<file path="src/rtl/spectrum_pkg.sv">
// ============================================================================
// Module   : spectrum_pkg
// Brief    : Shared sizes, scan FSM states and level saturation helper.
// Revision : 1.0
// ============================================================================
`default_nettype none

package spectrum_pkg;

  localparam int NUM_COLS  = 8;
  localparam int MAG_W     = 4;
  localparam int NUM_ROWS  = 8;
  localparam int MAX_LEVEL = 8;
  localparam int COL_W     = 3;
  localparam int PEAK_W    = 4;

  typedef enum logic [0:0] {
    ST_BLANK = 1'b0,
    ST_SHOW  = 1'b1
  } scan_state_t;

  function automatic logic [PEAK_W-1:0] sat_level(input logic [MAG_W-1:0] mag);
    return (mag > MAG_W'(MAX_LEVEL)) ? PEAK_W'(MAX_LEVEL) : PEAK_W'(mag);
  endfunction

endpackage

`default_nettype wire

</file>
<file path="src/rtl/bar_encode.sv">
// ============================================================================
// Module   : bar_encode
// Brief    : Thermometer bar plus single peak-hold dot for one LED column.
// Revision : 1.0
// ============================================================================
`default_nettype none

module bar_encode
  import spectrum_pkg::*;
(
  input  logic [PEAK_W-1:0]   i_level,
  input  logic [PEAK_W-1:0]   i_peak,
  output logic [NUM_ROWS-1:0] o_rows
);

  always_comb begin
    o_rows = '0;
    for (int k = 0; k < NUM_ROWS; k++) begin
      if (k < int'(i_level))    o_rows[k] = 1'b1;
      if (int'(i_peak) == k + 1) o_rows[k] = 1'b1;
    end
  end

endmodule

`default_nettype wire

</file>
<file path="src/rtl/spectrum_display_scan.sv">
// ============================================================================
// Module   : spectrum_display_scan
// Brief    : Multiplexed 8x8 LED spectrum display with tear-free frame
//            transfer, saturating bars and decaying peak hold.
// Revision : 1.0
// ============================================================================
`default_nettype none

module spectrum_display_scan
  import spectrum_pkg::*;
#(
  parameter int DWELL_CYCLES = 1024,
  parameter int DECAY_FRAMES = 16
) (
  input  logic                clk,
  input  logic                rst,
  input  logic [MAG_W-1:0]    mag0,
  input  logic [MAG_W-1:0]    mag1,
  input  logic [MAG_W-1:0]    mag2,
  input  logic [MAG_W-1:0]    mag3,
  input  logic [MAG_W-1:0]    mag4,
  input  logic [MAG_W-1:0]    mag5,
  input  logic [MAG_W-1:0]    mag6,
  input  logic [MAG_W-1:0]    mag7,
  input  logic                mag_valid,
  output logic [COL_W-1:0]    led_select,
  output logic [NUM_ROWS-1:0] led_rows,
  output logic                frame_done
);

  localparam int DW_W = $clog2(DWELL_CYCLES);
  localparam int DC_W = (DECAY_FRAMES > 1) ? $clog2(DECAY_FRAMES) : 1;

  scan_state_t         r_state;
  scan_state_t         w_state_nx;
  logic [COL_W-1:0]    r_col;
  logic [COL_W-1:0]    w_col_nx;
  logic [DW_W-1:0]     r_dwell;
  logic [DW_W-1:0]     w_dwell_nx;
  logic                w_boundary;

  logic [DC_W-1:0]     r_decay;
  logic                r_pend_vld;
  logic [MAG_W-1:0]    r_pend    [NUM_COLS];
  logic [MAG_W-1:0]    r_disp    [NUM_COLS];
  logic [PEAK_W-1:0]   r_peak    [NUM_COLS];
  logic [MAG_W-1:0]    w_mag     [NUM_COLS];
  logic [MAG_W-1:0]    w_disp_nx [NUM_COLS];
  logic [PEAK_W-1:0]   w_peak_nx [NUM_COLS];
  logic [PEAK_W-1:0]   w_lvl_nx  [NUM_COLS];
  logic                w_update;
  logic                w_decay_tick;

  logic [PEAK_W-1:0]   w_sel_level;
  logic [NUM_ROWS-1:0] w_sel_rows;

  logic [COL_W-1:0]    r_led_select;
  logic [NUM_ROWS-1:0] r_led_rows;
  logic                r_frame_done;

  assign w_mag[0] = mag0;
  assign w_mag[1] = mag1;
  assign w_mag[2] = mag2;
  assign w_mag[3] = mag3;
  assign w_mag[4] = mag4;
  assign w_mag[5] = mag5;
  assign w_mag[6] = mag6;
  assign w_mag[7] = mag7;

  always_ff @(posedge clk) begin
    if (rst) begin
      r_state <= ST_BLANK;
      r_col   <= '0;
      r_dwell <= '0;
    end else begin
      r_state <= w_state_nx;
      r_col   <= w_col_nx;
      r_dwell <= w_dwell_nx;
    end
  end

  always_comb begin
    w_state_nx = r_state;
    w_col_nx   = r_col;
    w_dwell_nx = r_dwell;
    w_boundary = 1'b0;
    case (r_state)
      ST_BLANK: begin
        w_state_nx = ST_SHOW;
        w_dwell_nx = '0;
      end
      ST_SHOW: begin
        if (r_dwell == DW_W'(DWELL_CYCLES - 1)) begin
          w_state_nx = ST_BLANK;
          w_col_nx   = r_col + 1'b1;
          w_boundary = (r_col == COL_W'(NUM_COLS - 1));
        end else begin
          w_dwell_nx = r_dwell + 1'b1;
        end
      end
      default: w_state_nx = ST_BLANK;
    endcase
  end

  // A strobe landing on the boundary bypasses the pending buffer entirely.
  assign w_update     = mag_valid | r_pend_vld;
  assign w_decay_tick = (r_decay == DC_W'(DECAY_FRAMES - 1));

  always_comb begin
    for (int c = 0; c < NUM_COLS; c++) begin
      w_disp_nx[c] = mag_valid ? w_mag[c] : (r_pend_vld ? r_pend[c] : r_disp[c]);
      w_lvl_nx[c]  = sat_level(w_disp_nx[c]);
      w_peak_nx[c] = r_peak[c];
      if (w_update && (w_lvl_nx[c] >= r_peak[c])) w_peak_nx[c] = w_lvl_nx[c];
      if (w_decay_tick && (w_peak_nx[c] > w_lvl_nx[c])) w_peak_nx[c] = w_peak_nx[c] - 1'b1;
    end
  end

  always_ff @(posedge clk) begin
    if (rst) begin
      r_pend_vld <= 1'b0;
      r_decay    <= '0;
      for (int c = 0; c < NUM_COLS; c++) begin
        r_pend[c] <= '0;
        r_disp[c] <= '0;
        r_peak[c] <= '0;
      end
    end else if (w_boundary) begin
      r_pend_vld <= 1'b0;
      r_decay    <= w_decay_tick ? '0 : r_decay + 1'b1;
      for (int c = 0; c < NUM_COLS; c++) begin
        r_disp[c] <= w_disp_nx[c];
        r_peak[c] <= w_peak_nx[c];
      end
    end else if (mag_valid) begin
      r_pend_vld <= 1'b1;
      for (int c = 0; c < NUM_COLS; c++) begin
        r_pend[c] <= w_mag[c];
      end
    end
  end

  // Outputs are registered from the next-state view so they align with the FSM.
  assign w_sel_level = sat_level(r_disp[w_col_nx]);

  bar_encode u_bar_encode (
    .i_level (w_sel_level),
    .i_peak  (r_peak[w_col_nx]),
    .o_rows  (w_sel_rows)
  );

  always_ff @(posedge clk) begin
    if (rst) begin
      r_led_select <= '0;
      r_led_rows   <= '0;
      r_frame_done <= 1'b0;
    end else begin
      r_led_select <= w_col_nx;
      r_led_rows   <= (w_state_nx == ST_SHOW) ? w_sel_rows : '0;
      r_frame_done <= w_boundary;
    end
  end

  assign led_select = r_led_select;
  assign led_rows   = r_led_rows;
  assign frame_done = r_frame_done;

endmodule

`default_nettype wire

</file>
<file path="config.mk">
export PLATFORM = sky130hd
export DESIGN_NAME = spectrum_display_scan
export DESIGN_NICKNAME = d
export VERILOG_FILES = /design/src/rtl/spectrum_pkg.sv /design/src/rtl/bar_encode.sv /design/src/rtl/spectrum_display_scan.sv
export SDC_FILE = /design/constraint.sdc
export NUM_CORES = 1
export LEC_CHECK = 0
export BUFFER_PORTS_ARGS = -buffer_cell sky130_fd_sc_hd__buf_2
export CAP_MARGIN = 20
export CORE_ASPECT_RATIO = 1.25
export CORE_MARGIN = 5
export CORE_UTILIZATION = 53
export CTS_CLUSTER_DIAMETER = 50
export DETAILED_ROUTE_END_ITERATION = 12
export PLACE_DENSITY = 0.79
export SYNTH_ARGS = -nofsm -noshare
export SYNTH_HDL_FRONTEND = slang
export SYNTH_SLANG_ARGS = --single-unit
export TNS_END_PERCENT = 30
</file>
<file path="constraint.sdc">
create_clock -name clk -period 12 [get_ports clk]
set_input_delay 2.4 -clock clk [delete_from_list [all_inputs] [get_ports clk]]
set_output_delay 2.4 -clock clk [all_outputs]
set_load 0.01 [all_outputs]
</file>
# Word level (Yosys, flattened, before mapping)
# Memories as Yosys holds them, arrays and structs flattened.
# Cells that the tools add are included.
[word_totals]
mem_count = 3
register_bits = 28
output_inout_bits = 12
ramBits = 96
[classes]
magnitude_cmp = 33
n_reduce_logical = 18
bitwise = 27
n_eq_ne = 12
add_sub_neg = 11
n_mux = 99
[mem_list]
columns = ["memory", "words", "word_bits", "rd", "rd_ports_with_merged_regs", "wr", "line", "source"]
rows = [
  ["r_disp", 8, 4, 9, 0, 8, "spectrum_display_scan.sv:45", "logic [MAG_W-1:0] r_disp [NUM_COLS];"],
  ["r_peak", 8, 4, 9, 0, 8, "spectrum_display_scan.sv:46", "logic [PEAK_W-1:0] r_peak [NUM_COLS];"],
  ["r_pend", 8, 4, 8, 0, 8, "spectrum_display_scan.sv:44", "logic [MAG_W-1:0] r_pend [NUM_COLS];"],
]
[ops]
columns = ["op", "count"]
rows = [
  ["2-to-1 mux 4 bit", 66],
  ["> comparator 4 bit, second input constant", 9],
  [">= comparator 4 bit", 8],
  ["> comparator 4 bit", 8],
  ["subtractor 4 x 1 -> 4 bit, second input constant", 8],
  ["2-to-1 mux 1 bit", 28],
  ["bitwise OR 1 bit", 25],
  ["== test 4 bit, second input constant", 6],
  ["one-hot mux 10 bit (2 select lines)", 1],
  ["logical AND 1 bit", 16],
  ["less-than comparator 3 x 4 -> 1 bit, first input constant", 4],
  ["adder 10 x 1 -> 10 bit, second input constant", 1],
  ["== test 10 bit, second input constant", 1],
  ["2-to-1 mux 10 bit", 1],
  ["== test 4 x 3 -> 1 bit, second input constant", 2],
  ["less-than comparator 1 x 4 -> 1 bit, first input constant", 2],
  ["less-than comparator 2 x 4 -> 1 bit, first input constant", 2],
  ["2-to-1 mux 3 bit", 2],
  ["adder 4 x 1 -> 4 bit, second input constant", 1],
  ["== test 4 x 2 -> 1 bit, second input constant", 1],
  ["OR reduction 2 bit", 2],
  ["adder 3 x 1 -> 3 bit, second input constant", 1],
  ["== test 3 bit, second input constant", 1],
  ["inequality test 2 bit, second input constant", 1],
  ["other kinds (2)", 3],
]

# Logic depth before layout (Yosys ltp)
# Gate-level depths: netlist of run 1.
[logic_depth]
depth_word = 11
ltp_mapped = 24
ltp_nobuf = 20

# Cells and area by module
# From an unflattened synthesis of run 1, not the netlist that was laid out.
[hier_totals]
hier_cells = 1008
area_unflattened_um2 = 9825.7
[by_module_without_submodules]
columns = ["mod", "instances", "area_per_inst_um2", "cells_each"]
rows = [
  ["spectrum_display_scan", 1, 9675.5, 987],
  ["bar_encode", 1, 150.1, 21],
]

# Least setup slack after synthesis of run 1
# No wires, ideal clock.
[synth_path]
kind = "in2reg"
startpoint = "in mag_valid"
endpoint = "mem r_peak[5][3], data pin"
n_path_buf = 3
t_arrival_ns = 5.983
t_required_ns = 11.853
path_slack_ns = 5.870
setup_time_ns = 0.147
path_stages = 20
path_cell_list = "buf_2 -> buf_2 -> clkbuf_1 -> a21oi_1 -> nor2_1 -> inv_1 -> ha_1 -> nand2b_1 -> a21oi_1 -> o21ai_0 -> a211oi_1 -> nor3_2 -> mux2_4 -> ha_1 -> o41ai_1 -> a21oi_1 -> o221a_2 -> nand2_1 -> or3_1 -> a21oi_1"
[synth_lines]
columns = ["item", "line", "source"]
rows = [
  ["start, declared", "spectrum_display_scan.sv:25", "input logic mag_valid,"],
  ["end, declared", "spectrum_display_scan.sv:46", ""],
]

==> results, run 1 <==
- The first global-routing pass estimated 41.84 mm of wire.
- The number of resized instances in the post-cts repair step is 0.
- The number of levels the H-tree was split into is 4.
- The count of endpoints failing setup in the final report is 0.
- After synthesis, the netlist uses 78 different library cells.
- The total inserted antenna cells is 0.
- The via count of the first global-routing pass is 8,030.
- The net count after synthesis is 1,146.
- The core occupancy in the finished layout is 58.44%.
- The static power due to leakage is 4.227 nW.
- The number of detailed-routing iterations run before antenna repair is 5.
- The detailed-placement wirelength estimate is 18.04 mm.
- The power density of the placed cells is 121.4 nW/µm².
- Clock latency on the worst-skew pair, taken at its later pin, is 0.43 ns.
- The per-cell via count in the routed design is 6.201.
- The total number of vias is 8,179.
- The floorplan step defined a core boundary enclosing 17,960 µm².
- At the end of the flow, the number of nets in the layout was 1,173.
- The most common cell in the synthesized netlist is sky130_fd_sc_hd__nor2_1.
- Fill cells in the final layout number 1,547.
- The initial core utilization is 53.26%.
- TritonCTS created 17 clock buffers.
- The count of yosys warnings during synthesis is 0.
- In this run the horizontal extent of the chip is 130.2 µm.
- After synthesis, the largest area contributor takes up 30.14% of total cell area.
- The total grt overflow is 0.
- The average wire length per cell after detail routing is 19.73 µm.
- Global routing consumed, over all layers together, 25.52% of the routing resources.
- Setup repair after global routing left no endpoint under its margin.
- After synthesis the netlist holds a flip-flop and latch count of 124.
- The max-slew violation count is 0.
- In the routed design, unresolved DRC markers number 0.
- After detailed routing, the total wire length is 26.02 mm.
- The root buffer cell is sky130_fd_sc_hd__clkbuf_16.
- The maximum number of pins on one net before global-route repair is 69.
- The hold buffer count at cts is 0.
- In this run the post-CTS setup repair buffer count came out at 0.
- The setup path with the least slack is of type input pin to flip-flop.
- The boundary pin count is 47.
- In the post-synthesis netlist, the biggest area contributors are sky130_fd_sc_hd__edfxtp_1 30%, sky130_fd_sc_hd__ha_1 7.8%, sky130_fd_sc_hd__mux2i_1 6.8%, sky130_fd_sc_hd__nor2_1 6.6%, sky130_fd_sc_hd__dfxtp_1 5.9%.
- The die covers 20,850 µm².
- Counting instances in the post-synthesis netlist gives the leading cell types as 167 x sky130_fd_sc_hd__nor2_1, 96 x sky130_fd_sc_hd__edfxtp_1, 81 x sky130_fd_sc_hd__nand2_1.
- The cell type with the highest aggregate area in the netlist is sky130_fd_sc_hd__edfxtp_1.
- Counting every instance in the synthesized netlist gives 1,051.
- Data on the critical path arrives at its endpoint at 6.66 ns.
- From bottom edge to top edge, the die measures 160.2 µm.
- Counting flops with a built-in enable in the synthesized netlist gives 96.
- The TritonCTS clock tree is done.
- The worst slew margin relative to its limit is 32.13%.
- The post-synthesis to final-layout area growth is 9.732%.
- The initial antenna violation count is 0.
- The highest clock frequency the design can meet is 153.8 MHz.
- In this run the worst path has a maximum fanout of 68.
- The clock sink total is 124.
- The most used flip-flop cell after synthesis is sky130_fd_sc_hd__edfxtp_1.
- The number of maximum-capacitance constraint violations is 0.
- The share of flip-flops with an asynchronous set or reset is 0%.
- STA classifies the critical path startpoint as an input pin.
- The number of hold violations in the final report is 0.
- The worst-case IR drop observed on VDD is 0.00008496 V.
- Of the synthesized area, sequential elements account for 36.00%.
- The longest clock path from root to sink contains 2 buffers.
- The clock slew at the register clock pins of the worst setup and hold paths is 0.06 ns.
- The worst clock skew is 0.006424 ns.
- The synthesized netlist occupies a cell area of 9565 µm².
- The worst endpoint required time is 12.16 ns.
- The count of routing violations after the opening detailed-route iteration is 690.
- At the end of routability-driven placement, the weighted congestion stood at 0.9178.
- Setup total negative slack on the finished layout was measured at 0 ns.
- The share of layout cells above drive strength 1 is 14.39%.
- The design draws 0.001274 W.
- The flow ran to the end, and the final reports show no timing, DRC or antenna violations.
- For the finished layout, the period the worst path requires is 6.501 ns.
- For the pin with the worst max-slew slack, the measured transition is 1.002 ns.
- The kind of end point of the critical path is a flip-flop.
- The average cell area after synthesis is 9.101 µm².
- The worst hold path belongs to the class flip-flop to flip-flop.
- The standard-cell row count is 55.
- Of the available clock period, the critical path in the final layout requires 54.17%.
- The count of nets left with antenna violations once routing finished came out at 0.
- The number of buffer cells added on primary ports is 46.
## kinds of logic after synthesis
group / after synthesis / share of synthesized area (%)
XOR/XNOR: 26 / 2.381
AO/OA/AOI/OAI: 229 / 16.97
buffers and inverters: 121 / 5.363
AND/OR/NAND/NOR: 393 / 19.42
adder cells (fa/ha/maj): 60 / 7.848
flip-flops: 124 / 36.00
multiplexers: 98 / 12.02
## sequential cells by signal, indices dropped and copies added (netlist names)
signal      cells
r_pend_vld      1
r_decay         4
led_select      3
r_pend         32
led_rows        8
r_dwell        10
r_disp         32
r_state         1
r_peak         32
frame_done      1
## per-stage QoR
stage	worst slack [ns]	cell area, µm²	hold slack (ns)	instances
detailed placement	5.173	9923	0.4657	1287
floorplan	5.870	9565	0.4491	1051
global placement	5.210	9923	0.4573	1287
global route	5.141	10500	0.5045	1319
finish	5.499	10500	0.4759	1319
CTS	5.580	10500	0.4736	1319
## layout by cell type, fill, tap and decap left out, types with 9 or more instances in the layout
cell type / n
sky130_fd_sc_hd__nor2_1: 167
sky130_fd_sc_hd__edfxtp_1: 96
sky130_fd_sc_hd__nand2_1: 80
sky130_fd_sc_hd__a21oi_1: 70
sky130_fd_sc_hd__mux2i_1: 65
sky130_fd_sc_hd__inv_1: 62
sky130_fd_sc_hd__ha_1: 60
sky130_fd_sc_hd__buf_2: 46
sky130_fd_sc_hd__and2_1: 28
sky130_fd_sc_hd__o21ai_0: 27
sky130_fd_sc_hd__dfxtp_1: 27
sky130_fd_sc_hd__nor3_1: 21
sky130_fd_sc_hd__nand2b_1: 18
sky130_fd_sc_hd__clkbuf_16: 17
sky130_fd_sc_hd__mux2_2: 15
sky130_fd_sc_hd__nand3_1: 15
sky130_fd_sc_hd__o211ai_1: 15
sky130_fd_sc_hd__xor2_1: 15
sky130_fd_sc_hd__nor2b_1: 13
sky130_fd_sc_hd__xnor2_1: 11
sky130_fd_sc_hd__o21a_1: 10
sky130_fd_sc_hd__mux2_4: 10
sky130_fd_sc_hd__o22ai_1: 10
sky130_fd_sc_hd__buf_4: 10
sky130_fd_sc_hd__inv_2: 9
sky130_fd_sc_hd__o31a_1: 9
sky130_fd_sc_hd__and3_1: 9
## routing by layer
metal	vias up	track usage [%]	wire length [µm]
li1	3888	-	-
met4	0	12.85	1207
met5	-	0	0
met1	3880	31.82	10340
met3	68	3.948	1775
met2	343	42.34	12700
## where the power goes
part           total [W]  leakage, nW  internal [W]  switching (W)
Clock           0.000507        0.272      0.000304       0.000203
Sequential      0.000511         1.21      0.000487      0.0000240
Combinational   0.000256         2.75      0.000106       0.000151
Total            0.00127         4.23      0.000896       0.000378
## path summary, 6_finish.rpt
check / from / to / slack (ns) / depth (start not counted)
max reg2reg: r_pend_vld$_SDFFE_PP0P_ / r_peak[1][3]$_SDFFCE_PN0P_ / 6.91 / 21
min: r_decay[1]$_SDFFE_PP0P_ / r_decay[1]$_SDFFE_PP0P_ / 0.48 / 2
max: mag_valid / r_peak[1][3]$_SDFFCE_PN0P_ / 5.50 / 21
min reg2reg: r_decay[1]$_SDFFE_PP0P_ / r_decay[1]$_SDFFE_PP0P_ / 0.48 / 2
## final cells by class
class                           count  area (µm²)  share of cell area (%)
Timing Repair Buffer               56       305.3                   2.909
Tap cell                          228       285.3                   2.718
Sequential cell                   124        3445                   32.82
Multi-Input combinational cell    806        5612                   53.46
Clock inverter                     15       147.6                   1.407
Inverter                           73       276.5                   2.634
Clock buffer                       17       425.4                   4.053
## critical path, stage by stage
cell and delay, ns:
sky130_fd_sc_hd__buf_2 0.07, sky130_fd_sc_hd__buf_4 0.63, sky130_fd_sc_hd__o21a_1 0.30, sky130_fd_sc_hd__inv_2 0.12, sky130_fd_sc_hd__nor2_1 0.25, sky130_fd_sc_hd__inv_1 0.09
sky130_fd_sc_hd__ha_1 0.28, sky130_fd_sc_hd__nand2b_1 0.14, sky130_fd_sc_hd__a21oi_1 0.24, sky130_fd_sc_hd__o21ai_1 0.13, sky130_fd_sc_hd__a211oi_2 0.34, sky130_fd_sc_hd__nor3_2 0.12
sky130_fd_sc_hd__mux2i_1 0.30, sky130_fd_sc_hd__inv_2 0.07, sky130_fd_sc_hd__ha_1 0.29, sky130_fd_sc_hd__a21oi_1 0.15, sky130_fd_sc_hd__a21oi_1 0.08, sky130_fd_sc_hd__o221a_2 0.31
sky130_fd_sc_hd__o211a_1 0.14, sky130_fd_sc_hd__xnor2_1 0.14, sky130_fd_sc_hd__nor2_1 0.05
(Power assumes the default switching activity.)
==> run 2: changes to the inputs <==
Settings changed: ABC_AREA set to 1, PLACE_DENSITY 0.79 to 0.8.
Clock period 12 ns to 6.55 ns, I/O delays scaled along.
==> run 2 against run 1 <==
  * Clock skew up 0.0050 ns
  * Area after synthesis down 6.3%
  * First-iteration DRC count down 15%
  * Core utilization up 0.91 points
  * Combinational power up 80%
  * Critical endpoint is now r_peak[1][1]$_SDFFCE_PN0P_
==> results, run 2 <==
- The run finished with clean final reports.
- Among all stages on the critical path, the largest delay is contributed by sky130_fd_sc_hd__o21ai_0.
- In this run the horizontal extent of the chip is 126.3 µm.
- The kind of cell with the highest combined delay along the critical path is simple AND/OR/NAND/NOR gates.
- The portion of the clock cycle consumed by the worst path in the final layout is 74.84%.
- The tightest hold margin is 0.4668 ns.
- The sum of routed wire length over all layers is 22.52 mm.
- The share of layout cells above drive strength 1 is 11.98%.
- The most repeated library cell on the critical path is sky130_fd_sc_hd__nand2_1.
- Synthesis instantiated 47 different standard cells from the library.
- In the final layout, the registers with the most flip-flops are r_disp (32), r_peak (32), r_pend (32).
- The synthesized design contains 96 enable-type register cells.
- In this run the tightest slew margin relative to its limit is 39.27%.
- The total negative slack for setup checks is 0 ns.
- Global routing finished with a remaining overflow of 0.
- The highest clock frequency the design can meet is 204.0 MHz.
- The maximum number of pins on one net before global-route repair is 70.
- STA classifies the critical path startpoint as an input pin.
- TritonCTS built the clock tree.
- The die covers 19,620 µm².
- The standard-cell row count is 53.
- The sum of met2 wire segment lengths after detailed routing is 11.15 mm.
- The measured slew at the worst slew-check pin is 0.9110 ns.
- The first-pass GRT wire length is 36.81 mm.
- The total inserted antenna cells is 0.
- The power density of the placed cells is 228.8 nW/µm².
- Across every metal layer, demand over resource in global routing totals 23.39%.
- The clock passes through at most 2 buffers.
- Once the floorplan was initialized, standard cells occupied 53.61% of the core.
- The count of routing violations after the opening detailed-route iteration is 586.
- The initial antenna violation count was 0.
- The number of placed instances, taps included, is 1,473.
- The final layout contains 1,368 nets.
- Averaged over all synthesized cells, the footprint is 7.277 µm².
- The amount of wire on met3 after detailed routing is 1.320 mm.
- Yosys instantiated no cell more often than sky130_fd_sc_hd__nand2_1.
- The clock slew at the register clock pins of the worst setup and hold paths is 0.05 ns.
- In this run the number of H-tree levels came out at 4.
- The mapped netlist covers 8959 µm².
- The largest voltage drop on the vdd net is 0.0001831 V.
- The tree is rooted in a sky130_fd_sc_hd__clkbuf_16.
- Across the routed clock network, the largest skew measured is 0.01146 ns.
- The number of buffer cells added on primary ports is 46.
- The vertical die dimension is 155.4 µm.
- The core occupancy in the finished layout is 59.35%.
- The last weighted congestion value of the routability-driven placer is 0.9330.
- The number of DRC violations after detailed routing is 0.
- Among all flip-flop cells after synthesis, the most frequent one is sky130_fd_sc_hd__edfxtp_1.
- The count of nets left with antenna violations once routing finished came out at 0.
- For this run, the number of Yosys warnings is 0.
- The number of standard cells in the final layout excluding fillers is 1,506.
- Summed over all cells, the static leakage comes to 4.903 nW.
- The number of detailed-routing iterations run before antenna repair is 5.
- For this design, the sink count on the clock tree is 124.
- After legalization and detailed placement, the total HPWL measured 16.06 mm.
- Compared with the post-synthesis result, the final layout area differs by 10.71%.
- The number of hold violations in the final report came to 0.
- After clock tree synthesis, the setup repair step added 0 buffers.
- The count of endpoints failing setup in the final report is 0.
- The number of gates resized after CTS was 0.
- Leaving out fill and tap cells, the most frequent cells in the layout are 371 x sky130_fd_sc_hd__nand2_1, 184 x sky130_fd_sc_hd__inv_1, 145 x sky130_fd_sc_hd__nor2_1.
- The maximum net fanout on the critical path is 13.
- Leaving out fill and tap cells, the most frequent cell in the layout is sky130_fd_sc_hd__nand2_1.
- By area the synthesized netlist is led by sky130_fd_sc_hd__edfxtp_1 32%, sky130_fd_sc_hd__nand2_1 16%, sky130_fd_sc_hd__ha_1 8.4%, sky130_fd_sc_hd__inv_1 7.7%, sky130_fd_sc_hd__dfxtp_1 6.3%.
- For the worst-skew pair, the clock arrives at the later sink with an insertion delay of 0.43 ns.
- After synthesis, the most frequently instantiated cells are 371 x sky130_fd_sc_hd__nand2_1, 184 x sky130_fd_sc_hd__inv_1, 145 x sky130_fd_sc_hd__nor2_1.
- The via count of the first global-routing pass is 7,573.
- The arrival time of data at the critical path endpoint is 5.08 ns.
- Of all flip-flops after synthesis, the portion carrying an async set or reset was 0%.
- In this design, the stage delay of the slowest critical-path cell is 0.38 ns.
- STA puts the critical path data required time at 6.73 ns.
- Setup repair after global routing left no endpoint under its margin.
- The highest metal layer with signal wires is met4.
- The max-slew violation count is 0.
- After floorplanning, the core was sized to cover 16,710 µm².
- The classification of the worst setup path is input pin to flip-flop.
- The kind of end point of the critical path is a flip-flop.
- In this run the count of I/O pins placed on the die edge is 47.
- The post-synthesis sequential area ratio is 38.44%.
- The post-route minimum period is 4.902 ns.
- The average wire length per cell after detail routing is 14.95 µm.
- The worst min-delay path class is flip-flop to flip-flop.
- The number of synthesized register bits is 124.
- The count of buffer and inverter cells on the critical path is 10.
- The cell type with the highest aggregate area in the netlist is sky130_fd_sc_hd__edfxtp_1.
- In the final routing, the length of wire on met1 measures 9.331 mm.
- The share of synthesized area in the top cell type comes to 32.18%.
- Synthesis produced a netlist whose cell count is 1,231.
- The number of maximum-capacitance constraint violations is 0.
- The per-cell via count in the routed design is 5.343.
- The net count after synthesis is 1,326.
- Counting the buffers created by CTS gives 17.
- The routed layout has 8,046 vias.
- The number of hold buffers added after CTS was 0.
-- run 2: through the flow --
| step | cell area, µm² | power [W] | setup slack, ns |
|---|---|---|---|
| floorplan | 8959 | 0.001269 | 2.185 |
| global placement | 9325 | 0.001362 | 1.373 |
| detailed placement | 9325 | 0.001375 | 1.282 |
| CTS | 9891 | 0.002272 | 1.722 |
| global route | 9918 | 0.002383 | 1.342 |
| finish | 9918 | 0.002269 | 1.648 |
-- run 2: report_power, final --
| group | leakage [nW] | total [W] | switching, W | internal [W] |
|---|---|---|---|---|
| Sequential | 1.25 | 0.000906 | 0.0000180 | 0.000888 |
| Clock | 0.289 | 0.000901 | 0.000355 | 0.000546 |
| Combinational | 3.36 | 0.000462 | 0.000300 | 0.000162 |
| Total | 4.90 | 0.00227 | 0.000673 | 0.00160 |
-- run 2: path summary, 6_finish.rpt --
kind / startpoint / end / slack [ns] / depth (start not counted)
worst max-delay path: mag_valid / r_peak[1][1]$_SDFFCE_PN0P_ / 1.65 / 31
worst min-delay path: r_decay[2]$_SDFFE_PP0P_ / r_decay[2]$_SDFFE_PP0P_ / 0.47 / 2
worst max register to register: r_pend_vld$_SDFFE_PP0P_ / r_peak[1][1]$_SDFFCE_PN0P_ / 2.25 / 28
worst min register to register: r_decay[2]$_SDFFE_PP0P_ / r_decay[2]$_SDFFE_PP0P_ / 0.47 / 2
-- run 2: kinds of logic after synthesis --
family                     after synthesis  share of synthesized area (%)
buffers and inverters                  229                          10.64
adders and majority gates               60                          8.380
DFF                                    124                          38.44
xor gates and xnor gates                 5                         0.4888
AOI/OAI and AO/OA                      140                          9.846
and+or+nand+nor                        673                          32.21
-- run 2: worst register-to-register path: cells and delay by family, from the launching register on --
family,cells,cell delay [ns]
flip-flops,1,0.54
AND/OR/NAND/NOR,16,1.85
buffers and inverters,8,0.66
adder cells (fa/ha/maj),2,0.56
AO/OA/AOI/OAI,2,0.44
-- run 2: routing by layer --
| layer | track usage (%) | vias up |
|---|---|---|
| met2 | 40.96 | 293 |
| li1 | - | 4055 |
| met4 | 10.12 | 0 |
| met5 | 0 | - |
| met1 | 28.50 | 3649 |
| met3 | 3.640 | 49 |
-- run 2: area by class of cell --
cell class,instances,area (µm²)
fillers,1521,6793
multi-input cells,878,4573
flip-flops and latches,124,3443
inverters,197,743.2
clock buffers,23,509.2
repair buffers,55,317.8
well taps,220,275.3
clock inverters,9,56.30
==> run 3: changes to the inputs <==
Settings changed: ABC_AREA 1 to 0, PLACE_DENSITY 0.8 to 0.82.
Clock period 6.55 ns to 4.3 ns, I/O delays scaled along.
==> run 3 against run 2 <==
  * Routed wire length up 21%
  * Sequential share of layout area shrank 4.4 points
  * Total power up 65%
  * Global-route usage is 2.9 points higher
  * Sequential power grew 57%
  * First-iteration DRC count up 33%
  * Critical endpoint unchanged
  * Critical path type unchanged
  * Die area is 6.3% higher
==> results, run 3 (synthesis gave the netlist of run 1 again) <==
- In this run the tightest slew margin relative to its limit is 39.66%.
- The largest voltage drop on the vdd net is 0.0002658 V.
- The share of total power in the clock network is 38.7%.
- The post-route minimum period is 4.083 ns.
- The classification of the worst setup path is input pin to flip-flop.
- Cells with a size suffix above 1 make up 22.34% of the layout.
- Registers are responsible for 38.0% of the overall power.
- For the worst setup path, the data required time is 4.48 ns.
- The portion of the clock cycle consumed by the worst path in the final layout is 94.95%.
- TritonCTS built the clock tree.
- The via count of the first global-routing pass is 8,426.
- The number of buffer cells added on primary ports is 46.
- Along the worst path, the maximum fanout reaches 19.
- For this run, the total global-route usage over all layers was measured as 26.27%.
- Routability-driven placement finished with a final weighted congestion of 0.9289.
- The initial core utilization is 53.26%.
- The static power due to leakage is 4.768 nW.
- The internal power consumption is 0.002678 W.
- Clock latency on the worst-skew pair, taken at its later pin, is 0.43 ns.
- The routed layout has 8,650 vias.
- The run finished with clean final reports.
- The amount of wire on met3 after detailed routing is 2.091 mm.
- The kind of end point of the critical path is a flip-flop.
- After the last flow step, the layout net total stands at 1,277.
- The detailed-placement wirelength estimate is 19.58 mm.
- The detail route stage leaves a number of antenna-violating nets equal to 0.
- The first-pass GRT wire length is 42.81 mm.
- The initial antenna violation count came to 0.
- The top cell types in the final layout, fill and taps aside, are 167 x sky130_fd_sc_hd__nor2_1, 110 x sky130_fd_sc_hd__buf_4, 96 x sky130_fd_sc_hd__edfxtp_1.
- Global routing finished with a remaining overflow of 0.
- The count of endpoints failing setup in the final report is 0.
- The clock passes through at most 2 buffers.
- The clock slew at the register clock pins of the worst setup and hold paths is 0.05 ns.
- The count of routing violations after the opening detailed-route iteration is 781.
- STA classifies the critical path startpoint as an input pin.
- Net switching is 28.44% of the power.
- The first TritonRoute pass finished after 5 iterations.
- Summing internal, switching and leakage power gives 0.003743 W.
- The total area inside the core boundary comes to 17,960 µm².
- The analysis attributes to net switching a power of 0.001065 W.
- The horizontal extent of the die is 130.2 µm.
- The fill cell total of the finished layout is 1,432.
- The measured slew at the worst slew-check pin is 0.8976 ns.
- The number of hold violations in the final report is 0.
- The max-slew violation count is 0.
- The die covers 20,850 µm².
- The number of standard cells in the final layout excluding fillers is 1,423.
- Dividing the detail-routed via count by the number of cells gives 6.079.
- The arrival time of data at the critical path endpoint is 4.27 ns.
- The number of DRC violations after detailed routing is 0.
- The placed instance count is 1,388.
- For this design the top-level I/O count stands at 47.
- Per report_power, the combinational group accounts for 23.4% of the total.
- The sum of routed wire length over all layers is 27.28 mm.
- Leaving out fill and tap cells, the most frequent cell in the layout is sky130_fd_sc_hd__nor2_1.
- The hold buffer count at cts is 0.
- Entering global routing, the biggest net connects 45 pins.
- The post-synthesis to final-layout area growth is 18.84%.
- After floorplanning, the core was divided into 55 placement rows.
- Static timing analysis puts the maximum clock frequency at 244.9 MHz.
- Dividing total power by cell area gives a power density of 329.2 nW/µm².
- The total negative slack for setup checks is 0 ns.
- In the final layout, the registers with the most flip-flops are r_disp (32), r_peak (32), r_pend (32).
- The average wire length per cell after detail routing is 19.17 µm.
- The H-tree was split into 4 levels.
- The detailed router used layers up to and including met4.
- The clock arrives with 0.008969 ns of skew.
- The total inserted antenna cells is 0.
- The worst min-delay path class is flip-flop to flip-flop.
- Buffers inserted during clock tree synthesis total 17.
- The root buffer cell chosen for the clock tree is sky130_fd_sc_hd__clkbuf_16.
- The detailed router put a total of 10.42 mm of wire on met1.
- CTS saw 124 sinks.
- The vertical die dimension is 160.2 µm.
- The number of maximum-capacitance constraint violations is 0.
- The sum of met2 wire segment lengths after detailed routing is 13.24 mm.
==> run 3: cell count changes in the layout (fill, tap and decap cells not counted), sizes merged, moves of 13 or more <==
| cell | delta |
|---|---|
| a21oi | +17 |
| nand2b | +18 |
| nand2 | -309 |
| buf | +105 |
| xor2 | +15 |
| nor2b | +13 |
| nor3 | +22 |
| nand3 | -84 |
| mux2i | +71 |
| and2 | +28 |
| inv | -126 |
| mux2 | +25 |
==> run 3: critical path, cell delays in order <==
cell and delay [ns]:
sky130_fd_sc_hd__buf_2 0.13, sky130_fd_sc_hd__buf_12 0.15, sky130_fd_sc_hd__nor2_1 0.15, sky130_fd_sc_hd__a21oi_1 0.06, sky130_fd_sc_hd__buf_4 0.15, sky130_fd_sc_hd__nor2_1 0.15, sky130_fd_sc_hd__inv_1 0.07, sky130_fd_sc_hd__ha_1 0.26
sky130_fd_sc_hd__nand2b_1 0.14, sky130_fd_sc_hd__a21oi_1 0.18, sky130_fd_sc_hd__o21ai_1 0.12, sky130_fd_sc_hd__a211oi_2 0.30, sky130_fd_sc_hd__nor3_2 0.10, sky130_fd_sc_hd__mux2i_1 0.24, sky130_fd_sc_hd__inv_2 0.07, sky130_fd_sc_hd__ha_1 0.29
sky130_fd_sc_hd__a21oi_1 0.15, sky130_fd_sc_hd__a21oi_1 0.08, sky130_fd_sc_hd__o221a_2 0.28, sky130_fd_sc_hd__buf_4 0.14, sky130_fd_sc_hd__o211a_1 0.19
==> run 3: final timing paths <==
| path | end | depth (start not counted) | start | slack, ns |
|---|---|---|---|---|
| max | r_peak[1][1]$_SDFFCE_PN0P_ | 21 | mag_valid | 0.22 |
| min reg2reg | r_decay[1]$_SDFFE_PP0P_ | 2 | r_decay[1]$_SDFFE_PP0P_ | 0.49 |
| max reg2reg | r_peak[2][3]$_SDFFCE_PN0P_ | 21 | r_pend_vld$_SDFFE_PP0P_ | 0.27 |
| min | r_decay[1]$_SDFFE_PP0P_ | 2 | r_decay[1]$_SDFFE_PP0P_ | 0.49 |
==> run 3: through the flow <==
| stage | hold WS, ns | util [%] | setup slack [ns] | cell area [µm²] |
|---|---|---|---|---|
| final | 0.4892 | 63.29 | 0.2170 | 11370 |
| after global routing | 0.5172 | 63.29 | -0.009582 | 11370 |
| after CTS | 0.4870 | 63.08 | 0.1301 | 11330 |
| after detailed placement | 0.4795 | 59.83 | -0.1794 | 10750 |
| after global placement | 0.4587 | 59.83 | -0.09704 | 10750 |
| after floorplan | 0.4491 | - | -0.001311 | 9598 |
==> run 3: cell type report <==
type / instances / area [µm²] / area share (%)
Sequential cell: 124 / 3447 / 30.32
Multi-Input combinational cell: 806 / 5639 / 49.61
Tap cell: 228 / 285.3 / 2.510
Timing Repair Buffer: 160 / 1136 / 9.994
Inverter: 73 / 276.5 / 2.433
Clock buffer: 20 / 436.7 / 3.841
Clock inverter: 12 / 146.4 / 1.288
==> run 3: layer usage <==
layer / GRT usage [%] / vias to the layer above
met5: 0 / -
met4: 12.71 / 0
met3: 5.654 / 104
met2: 44.35 / 405
met1: 31.28 / 4055
li1: - / 4086
==> run 3: power groups by stage <==
stage	clock network [W]	logic [W]	registers, W
after CTS	0.00146	0.000857	0.00142
after detailed placement	0	0.000846	0.00144
after global routing	0.00152	0.000960	0.00143
final	0.00145	0.000874	0.00142
after global placement	0	0.000824	0.00144
after floorplan	0	0.000560	0.00141
==> run 3: timing repair <==
| item | CTS | global route |
|---|---|---|
| buffers inserted | 0 | 3 |
| resized for setup | 0 | 4 |
| endpoints found under the setup margin | 0 | 20 |
